===== src/rtl/rf_exec_unit.sv =====
// Four-cycle, non-pipelined execute/write-back controller for a 64x32 register file.
// Each accepted instruction goes IDLE -> READ -> EXEC -> WB, with the outputs registered on entry to each state.
module rf_exec_unit #(
    parameter int AddrSize = 6,
    parameter int DataSize = 32,
    parameter int CntSize  = 16
) (
    input  logic                clk,
    input  logic                rst,
    input  logic                inst_valid,
    output logic                inst_ready,
    input  logic [31:0]         inst,
    output logic                reg_enable,
    output logic                reg_write,
    output logic [AddrSize-1:0] src1_addr,
    output logic [AddrSize-1:0] src2_addr,
    output logic [AddrSize-1:0] write_addr,
    output logic [DataSize-1:0] write_data,
    input  logic [DataSize-1:0] src1,
    input  logic [DataSize-1:0] src2,
    output logic                done,
    output logic                err,
    output logic [CntSize-1:0]  retire_cnt
);

    typedef enum logic [1:0] {IDLE, READ, EXEC, WB} state_t;

    state_t              state;
    logic [3:0]          op_reg;
    logic [5:0]          rd_reg;
    logic [9:0]          imm_reg;
    logic [DataSize-1:0] alu_out;
    logic [DataSize-1:0] imm_ext;
    logic [4:0]          shamt;

    assign imm_ext = {{(DataSize-10){imm_reg[9]}}, imm_reg};
    assign shamt   = src2[4:0];

    always_comb begin
        alu_out = '0;
        case (op_reg)
            4'd0:    alu_out = src1 + src2;
            4'd1:    alu_out = src1 - src2;
            4'd2:    alu_out = src1 & src2;
            4'd3:    alu_out = src1 | src2;
            4'd4:    alu_out = src1 ^ src2;
            4'd5:    alu_out = src1 << shamt;
            4'd6:    alu_out = src1 >> shamt;
            4'd7:    alu_out = src1 + imm_ext;
            default: alu_out = '0;
        endcase
    end

    // write_data doubles as the result register: it is loaded on the edge ending EXEC.
    always_ff @(posedge clk or posedge rst) begin
        if (rst) begin
            state      <= IDLE;
            op_reg     <= '0;
            rd_reg     <= '0;
            imm_reg    <= '0;
            inst_ready <= 1'b1;
            reg_enable <= 1'b0;
            reg_write  <= 1'b0;
            src1_addr  <= '0;
            src2_addr  <= '0;
            write_addr <= '0;
            write_data <= '0;
            done       <= 1'b0;
            err        <= 1'b0;
            retire_cnt <= '0;
        end else begin
            case (state)
                IDLE: begin
                    if (inst_valid) begin
                        state      <= READ;
                        op_reg     <= inst[31:28];
                        rd_reg     <= inst[27:22];
                        imm_reg    <= inst[9:0];
                        src1_addr  <= AddrSize'(inst[21:16]);
                        src2_addr  <= AddrSize'(inst[15:10]);
                        inst_ready <= 1'b0;
                        reg_enable <= 1'b1;
                        reg_write  <= 1'b0;
                    end
                end
                READ: begin
                    state      <= EXEC;
                    reg_enable <= 1'b0;
                end
                EXEC: begin
                    state      <= WB;
                    write_data <= alu_out;
                    write_addr <= AddrSize'(rd_reg);
                    reg_enable <= 1'b1;
                    reg_write  <= (op_reg <= 4'd7);
                    done       <= 1'b1;
                    err        <= (op_reg >= 4'd9);
                end
                WB: begin
                    state      <= IDLE;
                    inst_ready <= 1'b1;
                    reg_enable <= 1'b0;
                    reg_write  <= 1'b0;
                    done       <= 1'b0;
                    err        <= 1'b0;
                    if (op_reg <= 4'd8)
                        retire_cnt <= retire_cnt + CntSize'(1);
                end
                default: state <= IDLE;
            endcase
        end
    end

endmodule

===== config.mk =====
export PLATFORM = sky130hd
export DESIGN_NAME = rf_exec_unit
export DESIGN_NICKNAME = d
export VERILOG_FILES = /design/src/rtl/rf_exec_unit.sv
export SDC_FILE = /design/constraint.sdc
export NUM_CORES = 1
export LEC_CHECK = 0
export BUFFER_PORTS_ARGS = -buffer_cell sky130_fd_sc_hd__clkbuf_2
export CAP_MARGIN = 0
export CORE_MARGIN = 5
export CORE_UTILIZATION = 38
export CTS_BUF_LIST = sky130_fd_sc_hd__clkbuf_2
export CTS_CLUSTER_DIAMETER = 60
export CTS_CLUSTER_SIZE = 25
export DETAILED_ROUTE_END_ITERATION = 8
export GPL_TIMING_DRIVEN = 0
export PLACE_DENSITY_LB_ADDON = 0.3
export SETUP_SLACK_MARGIN = 0.3
export SLEW_MARGIN = 20
export SYNTH_ARGS = -nofsm -noshare
export SYNTH_HDL_FRONTEND = slang
export SYNTH_SLANG_ARGS = --single-unit

===== constraint.sdc =====
create_clock -name clk -period 10.6 [get_ports clk]
set_input_delay 0.53 -clock clk [delete_from_list [all_inputs] [get_ports clk]]
set_output_delay 0.53 -clock clk [all_outputs]
set_load 0.1 [all_outputs]

==> out/qor.yml <==
status: "complete, no violations"
die_x_um: 180.0
clkLatencyLatePin_ns: 0.63
skew_ns: 0.04853
numClockSinks: 93
grt_antenna_before_repair: 2
fin_setup_tns_ns: 0
core_um2: 28630
gp_congestion: 1.037
hold_end: "imm_reg[7]$_DFFE_PP0P_"
p_leak_uw: 0.005673
clk_pin_slew_worst_paths_ns: 0.32
synth-simple-area-share_pct: 16.88
cap_violations: 0
path_delay_family: "simple AND/OR/NAND/NOR gates"
irDropWorstVdd_mv: 0.1944
port_buffers: 169
required_ns: 11.08
syn_inst: 1394
placed_cells: 1948
drv_slew: 0
dieHeight_um: 180.0
synth_mux_area_share_pct: 14.96
synthXorXnorAreaFrac_pct: 3.272
cts_tree: "done"
synth_ff_type: "dfrtp_1"
drtIter0Drc: 1521
final_cell_count_no_fill: 1966
synth.distinct_cells: 76
vias_per_cell: 6.245
die-area_um2: 32380
async_flop_share_pct: 100.0
synth_adder_area_share_pct: 12.72
wirelength_um: 53410
slew_headroom_pct: 12.70
overflow: 0
grt_max_degree: 54
htreeDepth: 3
wl_met1_um: 22700
r2r_end: "write_data[18]$_DFFE_PP0P_"
cts_buffer_depth: 2
n_fill_cell: 2967
dp_hpwl_um: 43200
start_util_pct: 38.34
ant_nets: 0
whs_path_depth: 2
vias: 12280
path_buf_inv: 6
fmax_ghz: 0.1609
postPlaceCellArea_um2: 12330
hold_violations: 0
largest_register_ffs: 32
final_area_um2: 12500
cpMaxStageDelayCell: "a2111oi_0"
synth_warnings: 0
min_from: "inst[7]"
ys_seq_elements: 93
wl_met2_um: 23250
drcViolationCount: 0
rr_worst_depth: 15
std_cell_rows: 62
cts_buffers: 9
start_kind: "input pin"
path_cells: "clkbuf_2 > buf_6 > inv_2 > buf_2 > buf_1 > ha_1 > or3b_1 > or4_1 > buf_2 > nor2_4 > nand2_1 > o311ai_0 > o21ai_1 > nand2_1 > ha_1 > nand4_1 > or3_1 > o21ai_1 > xor2_1 > a2111oi_0 > nor2_1"
setup_viol: 0
power.density_nw_per_um2: 270.3
first_global_vias: 12010
finalNetCount: 1786
drive_gt1_share_pct: 18.22
synth_seq_area_share_pct: 21.22
root_buffer: "clkbuf_2"
synth_compound_area_share_pct: 25.01
syn_avg_cell_area_um2: 7.873
synth_top_area_share_pct: 20.98
syn_nets: 1604
hp-class: "in2reg"
cp.arrival_ns: 6.70
crit_path_max_fanout: 12
yosysTopAreaCell: "dfrtp_1"
synth_top_family_by_area: "compound AO/OA/AOI/OAI gates"
grt_usage_pct: 31.81
synth_area_leaders: "dfrtp_1 (21%), ha_1 (13%), a21oi_1 (6.1%)"
worst_pin_slew_ns: 1.305
routedWlPerCell_um: 27.17
worstSetupEndpointType: "flip-flop"
io_pins: 170
cts_repair_resize_count: 0
dr.max_layer_used: "met5"
critPathMaxStageDelay_ns: 0.82
regToRegSetupSlack_ns: 4.51
area_growth_pct: 13.87
post_cts_buffers: 0
wl_met3_um: 5075
min_period_ns: 6.217
drt_first_pass_iters: 6
crit_type: "in2reg"
finalCritPeriodShare_pct: 58.65
reg2reg_from: "op_reg[0]$_DFFE_PP0P_"
rsz0062_at_grt: "false"
grt_pass1_wl_um: 79070
synth_area_um2: 10980
synth_edf_count: 0
what timing repair did:
action | 4_1_cts | 5_1_grt
endpoints found under the hold margin | 40 | 0
hold buffers | 1 | 0
setup endpoints to repair | 0 | 0
final cells by class:
type	instances	area [um2]	share of cell area, %
Antenna cell	1	2.502	0.02002
Buffer	82	336.6	2.693
Clock buffer	9	45.04	0.3604
Clock inverter	7	106.4	0.8509
Inverter	84	320.3	2.563
Multi-Input combinational cell	1135	7995	63.97
Sequential cell	93	2328	18.63
Tap cell	384	480.5	3.844
Timing Repair Buffer	171	883.3	7.068
synthesized netlist by cell type (all sizes together) (31+ instances only):
cell type  number
a21oi         134
dfrtp          92
nor3           37
ha            110
clkbuf         51
o21ai         125
nor2          155
inv            83
mux2           56
nand2         138
buf            31
mux2i          65
cells by family after synthesis:
| logic type | after synthesis |
|---|---|
| and+or+nand+nor | 406 |
| buffers and inverters | 166 |
| muxes | 137 |
| AOI/OAI and AO/OA | 440 |
| DFF | 93 |
| xor gates and xnor gates | 41 |
| adders and majority gates | 111 |
per-stage QoR:
stage / util, % / hold slack, ns / setup slack [ns] / power, uW
floorplan: - / 0.4737 / 5.616 / 2448
finish: 43.66 / 0.09299 / 4.383 / 3378
CTS: 43.65 / 0.02229 / 4.764 / 3343
detailed placement: 43.09 / 0.4569 / 4.062 / 3108
global route: 43.66 / 0.002265 / 4.308 / 3549
global placement: 42.98 / 0.4582 / 4.094 / 3080
layer usage:
layer  track usage [%]  vias up
met5                 0        -
li1                  -     5456
met2             48.96      796
met4             12.53        2
met3             5.376      116
met1             44.59     5908
where the power goes:
group / internal (uW) / leakage [uW] / switching, uW
Sequential: 515 / 0.00113 / 102
Clock: 82.3 / 0.0000826 / 145
Combinational: 636 / 0.00446 / 1900
Total: 1230 / 0.00567 / 2140
worst max path at each step:
stage / slack, ns / startpoint / cells past startpoint / endpoint
floorplan: 5.62 / src2[0] / 23 / write_data[30]$_DFFE_PP0P_
global placement: 4.09 / src2[0] / 23 / write_data[30]$_DFFE_PP0P_
detailed placement: 4.06 / src2[0] / 23 / write_data[30]$_DFFE_PP0P_
CTS: 4.76 / src2[0] / 21 / write_data[18]$_DFFE_PP0P_
global route: 4.31 / src2[0] / 23 / write_data[30]$_DFFE_PP0P_
finish: 4.38 / src2[0] / 21 / write_data[18]$_DFFE_PP0P_
cells in the final DEF (no fill, tap or decap), types with 24 or more instances in the layout:
cell / instances
o21ai_0: 101
a21oi_1: 134
nor2_1: 151
nand2_1: 138
dfrtp_1: 92
nor3_1: 37
clkbuf_1: 51
mux2_2: 54
inv_1: 80
mux2i_1: 65
clkbuf_2: 178
o21ai_1: 24
ha_1: 110
Power figures use the tool's default switching activity.
